===== src/rtl/cop_wb_queue.sv =====
// Write-back queue between the co-processor result port and the core write-back port.
// Small FIFO of {rd, data} entries with back-pressure, sticky overflow flag and RAW hazard detection.
module cop_wb_queue #(
    parameter int DEPTH = 2,
    parameter int XLEN  = 64
) (
    input  logic            cop_clk,
    input  logic            cop_rst,
    input  logic            cop_valid,
    input  logic [31:0]     cop_insn,
    input  logic            cop_wr,
    input  logic [XLEN-1:0] cop_rd,
    output logic            cop_rdywr,
    output logic            raw_hazard,
    output logic            wb_valid,
    output logic [4:0]      wb_idx,
    output logic [XLEN-1:0] wb_data,
    input  logic            wb_ready,
    output logic            err_ovf
);

    localparam int PW = $clog2(DEPTH);
    localparam int CW = PW + 1;
    localparam logic [CW-1:0] FULL = CW'(DEPTH);

    logic [4:0]      idx_q  [DEPTH];
    logic [XLEN-1:0] data_q [DEPTH];
    logic [DEPTH-1:0] vld_q;
    logic [PW-1:0]   rd_ptr_q;
    logic [PW-1:0]   wr_ptr_q;
    logic [CW-1:0]   count_q;
    logic            err_q;

    logic [4:0] ins_rd;
    logic [4:0] ins_rs1;
    logic [4:0] ins_rs2;
    logic       enq;
    logic       deq;
    logic       raw_hit;

    assign ins_rd  = cop_insn[11:7];
    assign ins_rs1 = cop_insn[19:15];
    assign ins_rs2 = cop_insn[24:20];

    // Handshakes: a result transfers when cop_wr & cop_rdywr, a head entry when
    // wb_valid & wb_ready; both ready/valid flags come from registered state only.
    assign cop_rdywr = (count_q != FULL);
    assign wb_valid  = (count_q != '0);
    assign wb_idx    = wb_valid ? idx_q[rd_ptr_q]  : 5'd0;
    assign wb_data   = wb_valid ? data_q[rd_ptr_q] : '0;
    assign err_ovf   = err_q;

    assign enq = cop_wr & cop_rdywr & (ins_rd != 5'd0);
    assign deq = wb_valid & wb_ready;

    always_ff @(posedge cop_clk) begin
        if (cop_rst) begin
            rd_ptr_q <= '0;
            wr_ptr_q <= '0;
            count_q  <= '0;
            vld_q    <= '0;
            err_q    <= 1'b0;
        end else begin
            if (deq) begin
                vld_q[rd_ptr_q] <= 1'b0;
                rd_ptr_q        <= rd_ptr_q + PW'(1);
            end
            if (enq) begin
                vld_q[wr_ptr_q] <= 1'b1;
                wr_ptr_q        <= wr_ptr_q + PW'(1);
            end
            case ({enq, deq})
                2'b10:   count_q <= count_q + CW'(1);
                2'b01:   count_q <= count_q - CW'(1);
                default: count_q <= count_q;
            endcase
            // A full queue never lets a result through, not even when the head leaves.
            if (cop_wr && !cop_rdywr && (ins_rd != 5'd0)) begin
                err_q <= 1'b1;
            end
        end
    end

    // Payload storage needs no reset: it is only observed through valid entries.
    always_ff @(posedge cop_clk) begin
        if (!cop_rst && enq) begin
            idx_q[wr_ptr_q]  <= ins_rd;
            data_q[wr_ptr_q] <= cop_rd;
        end
    end

    always_comb begin
        raw_hit = 1'b0;
        for (int i = 0; i < DEPTH; i++) begin
            if (vld_q[i] && (idx_q[i] != 5'd0) &&
                ((idx_q[i] == ins_rs1) || (idx_q[i] == ins_rs2))) begin
                raw_hit = 1'b1;
            end
        end
    end

    assign raw_hazard = cop_valid & raw_hit;

endmodule


===== config.mk =====
export PLATFORM = sky130hd
export DESIGN_NAME = cop_wb_queue
export DESIGN_NICKNAME = d
export VERILOG_FILES = /design/src/rtl/cop_wb_queue.sv
export SDC_FILE = /design/constraint.sdc
export NUM_CORES = 1
export LEC_CHECK = 0
export ABC_AREA = 0
export CORE_ASPECT_RATIO = 0.8
export CORE_UTILIZATION = 44
export CTS_BUF_LIST = sky130_fd_sc_hd__clkbuf_4 sky130_fd_sc_hd__clkbuf_8
export CTS_CLUSTER_SIZE = 12
export DETAILED_ROUTE_END_ITERATION = 7
export PLACE_DENSITY_LB_ADDON = 0.08
export SLEW_MARGIN = 5
export SYNTH_ARGS = -nofsm -noshare
export SYNTH_HDL_FRONTEND = slang
export SYNTH_SLANG_ARGS = --single-unit

===== constraint.sdc =====
create_clock -name cop_clk -period 6.92 [get_ports cop_clk]
set_input_delay 1.384 -clock cop_clk [delete_from_list [all_inputs] [get_ports cop_clk]]
set_output_delay 1.384 -clock cop_clk [all_outputs]
set_load 0.01 [all_outputs]

==> impl_summary.txt <==
----------------------------------------------------
[Critical path]
  Start-to-end type of the worst setup path ... in2out
  Data arrival, critical path ... 3030 ps
  Worst Reg-to-Reg Cells ... 4
  Critical Path RT ... 5540 ps
  Flop2flop setup slack ... 4990 ps
  Nature of the critical path endpoint ... output port
  CP Capture Point ... raw_hazard
  Reg2Reg Capture Point ... data_q[1][55]
  Crit. Startpoint ... cop_insn[22]
  Critical path launch point type ... primary input
  Critical register-to-register path startpoint ... count_q[0]
  Largest fanout on the critical path ... 2

[CTS]
  Total number of clock tree sinks ... 146
  Post-cts hold buffer count ... 0
  # H-tree levels ... 4
  Clock root buffer ... sky130_fd_sc_hd__clkbuf_8
  Count of buffers added by post-CTS timing repair for setup ... 0
  Source-to-sink clock delay at the later pin of the worst-skew pair ... 430 ps
  Clock transition at the registers of the reported paths ... 70 ps
  Number of CTS-inserted buffers ... 17
  Clock tree from TritonCTS ... done
  Buffer levels on the longest clock path ... 2
  # resized after CTS ... 0

[Yosys]
  Register bit total from synthesis ... 146
  Syn Inst Count ... 366
  Synthesized net count ... 468
  Distinct cell type count after synthesis ... 28
  Post-synthesis sequential area ratio ... 74.31%
  Syn_area_per_cell ... 15.82 um^2
  Area of the mapped netlist ... 5792 um^2
  Yosys warns ... 0

[Floorplan]
  Area of the die ... 13630 um^2
  Number of top-level design ports ... 174
  Number of rows created at floorplan ... 37
  DIE HEIGHT ... 104.6 um
  Initial core utilization ... 45.00%
  Chip width ... 130.3 um
  Area of the core ... 12870 um^2

[Timing]
  Final hold violation count ... 0
  Number of pins exceeding their max-slew limit in the final report ... 0
  Post-route clock period utilization ... 63.84%
  Worst setup slack after layout ... 2502 ps
  Final Setup Violations ... 0
  Unrepaired setup endpoints after global routing ... false
  Remaining max-slew budget at the tightest pin ... 50.10%
  Achievable frequency ... 0.2264 GHz
  Tightest hold margin ... 504.3 ps
  Minimum clock period ... 4418 ps
  Total negative slack for setup checks ... 0 ps
  Transition at the pin with the smallest max-transition slack ... 748.5 ps
  Clock skew ... 11.49 ps

[Route]
  DRC violation total after the first TritonRoute iteration ... 137
  Residual DRC count ... 0
  Vias per inst ... 4.834
  Antenna violation net count after detailed routing ... 0
  Total vias in the final route ... 3476
  Total wire length ... 11440 um
  Post-DR wirelength/cell ... 15.91 um
  Drt pass-1 iters ... 4

[Global routing]
  Pin count of the biggest net entering global routing ... 56
  Initial antenna violation count ... 0
  Global-route wire length before repair ... 17950 um
  Number of global-route vias before repair ... 3627
  GRT Residual Overflow ... 0
  All-Layer GR Usage ... 17.72%

[Place]
  Half-perimeter wire length of the detailed placement result ... 7312 um
  Placer Congestion ... 0.7636
  Total of buffers placed on input and output ports ... 156
  Worst slack, placed ... 2510 ps

[Power and ir drop]
  Cell leakage power ... 2.628 nW
  Total power density per cell area ... 353.6 nW/um^2
  Worst IR Drop VDD ... 0.2055 mV

[Min path]
  Hold/Removal Path Class ... reg2reg

[Final layout]
  Most used cells in the layout excluding fill and tap cells ... sky130_fd_sc_hd__clkdlybuf4s50_1 (156), sky130_fd_sc_hd__edfxtp_1 (138), sky130_fd_sc_hd__nor2_1 (78), sky130_fd_sc_hd__mux2i_1 (69), sky130_fd_sc_hd__xor2_1 (21)
  Final nets ... 633
  Leading cell type in the layout, fill and taps excluded ... sky130_fd_sc_hd__clkdlybuf4s50_1
  Diodes inserted ... 0
  Layout cells sized above 1 ... 8.456%
  Fillcell total ... 1017
  Growth of design area from synthesis to finish ... 37.29%

[Job]
  Maximum Capacitance Violations ... 0

[Outcome]
  Outcome ... complete, no violations

----------------------------------------------------
-- worst min-delay path by stage --
stage                    end     start  depth (start not counted)  slack (ps)
floorplan           vld_q[0]  vld_q[0]                          2         450
global placement    wr_ptr_q  wr_ptr_q                          2         480
detailed placement  wr_ptr_q  wr_ptr_q                          2         500
CTS                 wr_ptr_q  wr_ptr_q                          2         510
global route        wr_ptr_q  wr_ptr_q                          2         530
finish              wr_ptr_q  wr_ptr_q                          2         500
-- stage by stage --
step                total power [mW]  cells  area [um^2]  util, %
floorplan                      1.651    366         5792        -
global placement               2.187    687         7564    58.77
detailed placement             2.199    687         7564    58.77
CTS                            2.848    719         7951    61.78
global route                   2.957    719         7951    61.78
finish                         2.812    719         7951    61.78
-- cell type report --
| cell class | count | area (um^2) | share of cell area, % |
|---|---|---|---|
| Clock buffer | 20 | 256.5 | 3.226 |
| Clock inverter | 12 | 131.4 | 1.652 |
| Inverter | 3 | 11.26 | 0.1416 |
| Multi-Input combinational cell | 201 | 1419 | 17.84 |
| Sequential cell | 146 | 4308 | 54.18 |
| Tap cell | 175 | 219.0 | 2.754 |
| Timing Repair Buffer | 162 | 1607 | 20.20 |
-- synthesized netlist by cell type --
library cell,n,area share [%]
sky130_fd_sc_hd__a21oi_1,2,0.17
sky130_fd_sc_hd__a21oi_2,1,0.15
sky130_fd_sc_hd__a22oi_1,2,0.26
sky130_fd_sc_hd__a2bb2oi_1,1,0.15
sky130_fd_sc_hd__buf_2,9,0.78
sky130_fd_sc_hd__buf_4,1,0.13
sky130_fd_sc_hd__clkbuf_1,6,0.39
sky130_fd_sc_hd__dfxtp_1,8,2.8
sky130_fd_sc_hd__edfxtp_1,138,72
sky130_fd_sc_hd__ha_1,1,0.22
sky130_fd_sc_hd__inv_1,3,0.19
sky130_fd_sc_hd__mux2i_1,69,12
sky130_fd_sc_hd__nand2_1,2,0.13
sky130_fd_sc_hd__nand2b_1,1,0.11
sky130_fd_sc_hd__nand3_1,1,0.086
sky130_fd_sc_hd__nor2_1,79,5.1
sky130_fd_sc_hd__nor3_1,6,0.52
sky130_fd_sc_hd__o211ai_1,2,0.26
sky130_fd_sc_hd__o211ai_4,1,0.37
sky130_fd_sc_hd__o21ai_0,3,0.26
sky130_fd_sc_hd__o21ba_2,1,0.17
sky130_fd_sc_hd__o22ai_1,1,0.11
sky130_fd_sc_hd__or2b_2,1,0.15
sky130_fd_sc_hd__or3_1,1,0.11
sky130_fd_sc_hd__or4_1,2,0.26
sky130_fd_sc_hd__or4_4,1,0.19
sky130_fd_sc_hd__xnor2_1,2,0.30
sky130_fd_sc_hd__xor2_1,21,3.2
-- per-layer routing --
metal | routed length, um | global-route usage, %
met5 | 0 | 0
met3 | 974 | 6.349
met4 | 171 | 6.811
met1 | 4968 | 22.70
met2 | 5323 | 27.39
-- state kept, by name, summed over array words and instances (netlist names), named ones only --
register and count:
count_q 2, data_q 128, err_ovf 1, idx_q 10, rd_ptr_q 1, vld_q 2
wr_ptr_q 1
-- worst max-delay path, stage by stage --
cell and delay (ps):
sky130_fd_sc_hd__clkdlybuf4s50_1 450, sky130_fd_sc_hd__xor2_1 170, sky130_fd_sc_hd__nor3_1 220, sky130_fd_sc_hd__a22oi_1 120
sky130_fd_sc_hd__o22ai_1 140, sky130_fd_sc_hd__clkdlybuf4s50_1 560
-- cell families after synthesis --
| group | share of synthesized area (%) |
|---|---|
| xor+xnor | 3.478 |
| fa+ha+maj | 0.2160 |
| buf+inv | 1.491 |
| flops | 74.31 |
| compound gates | 1.901 |
| simple gates | 6.675 |
| mux | 11.92 |
-- power breakdown --
| part | internal, mW | switching (mW) | total (mW) |
|---|---|---|---|
| sequential | 1.05 | 0.0624 | 1.12 |
| clock | 0.333 | 0.312 | 0.646 |
| combinational | 0.548 | 0.502 | 1.05 |
| total | 1.93 | 0.877 | 2.81 |
Power figures use the tool's default switching activity.
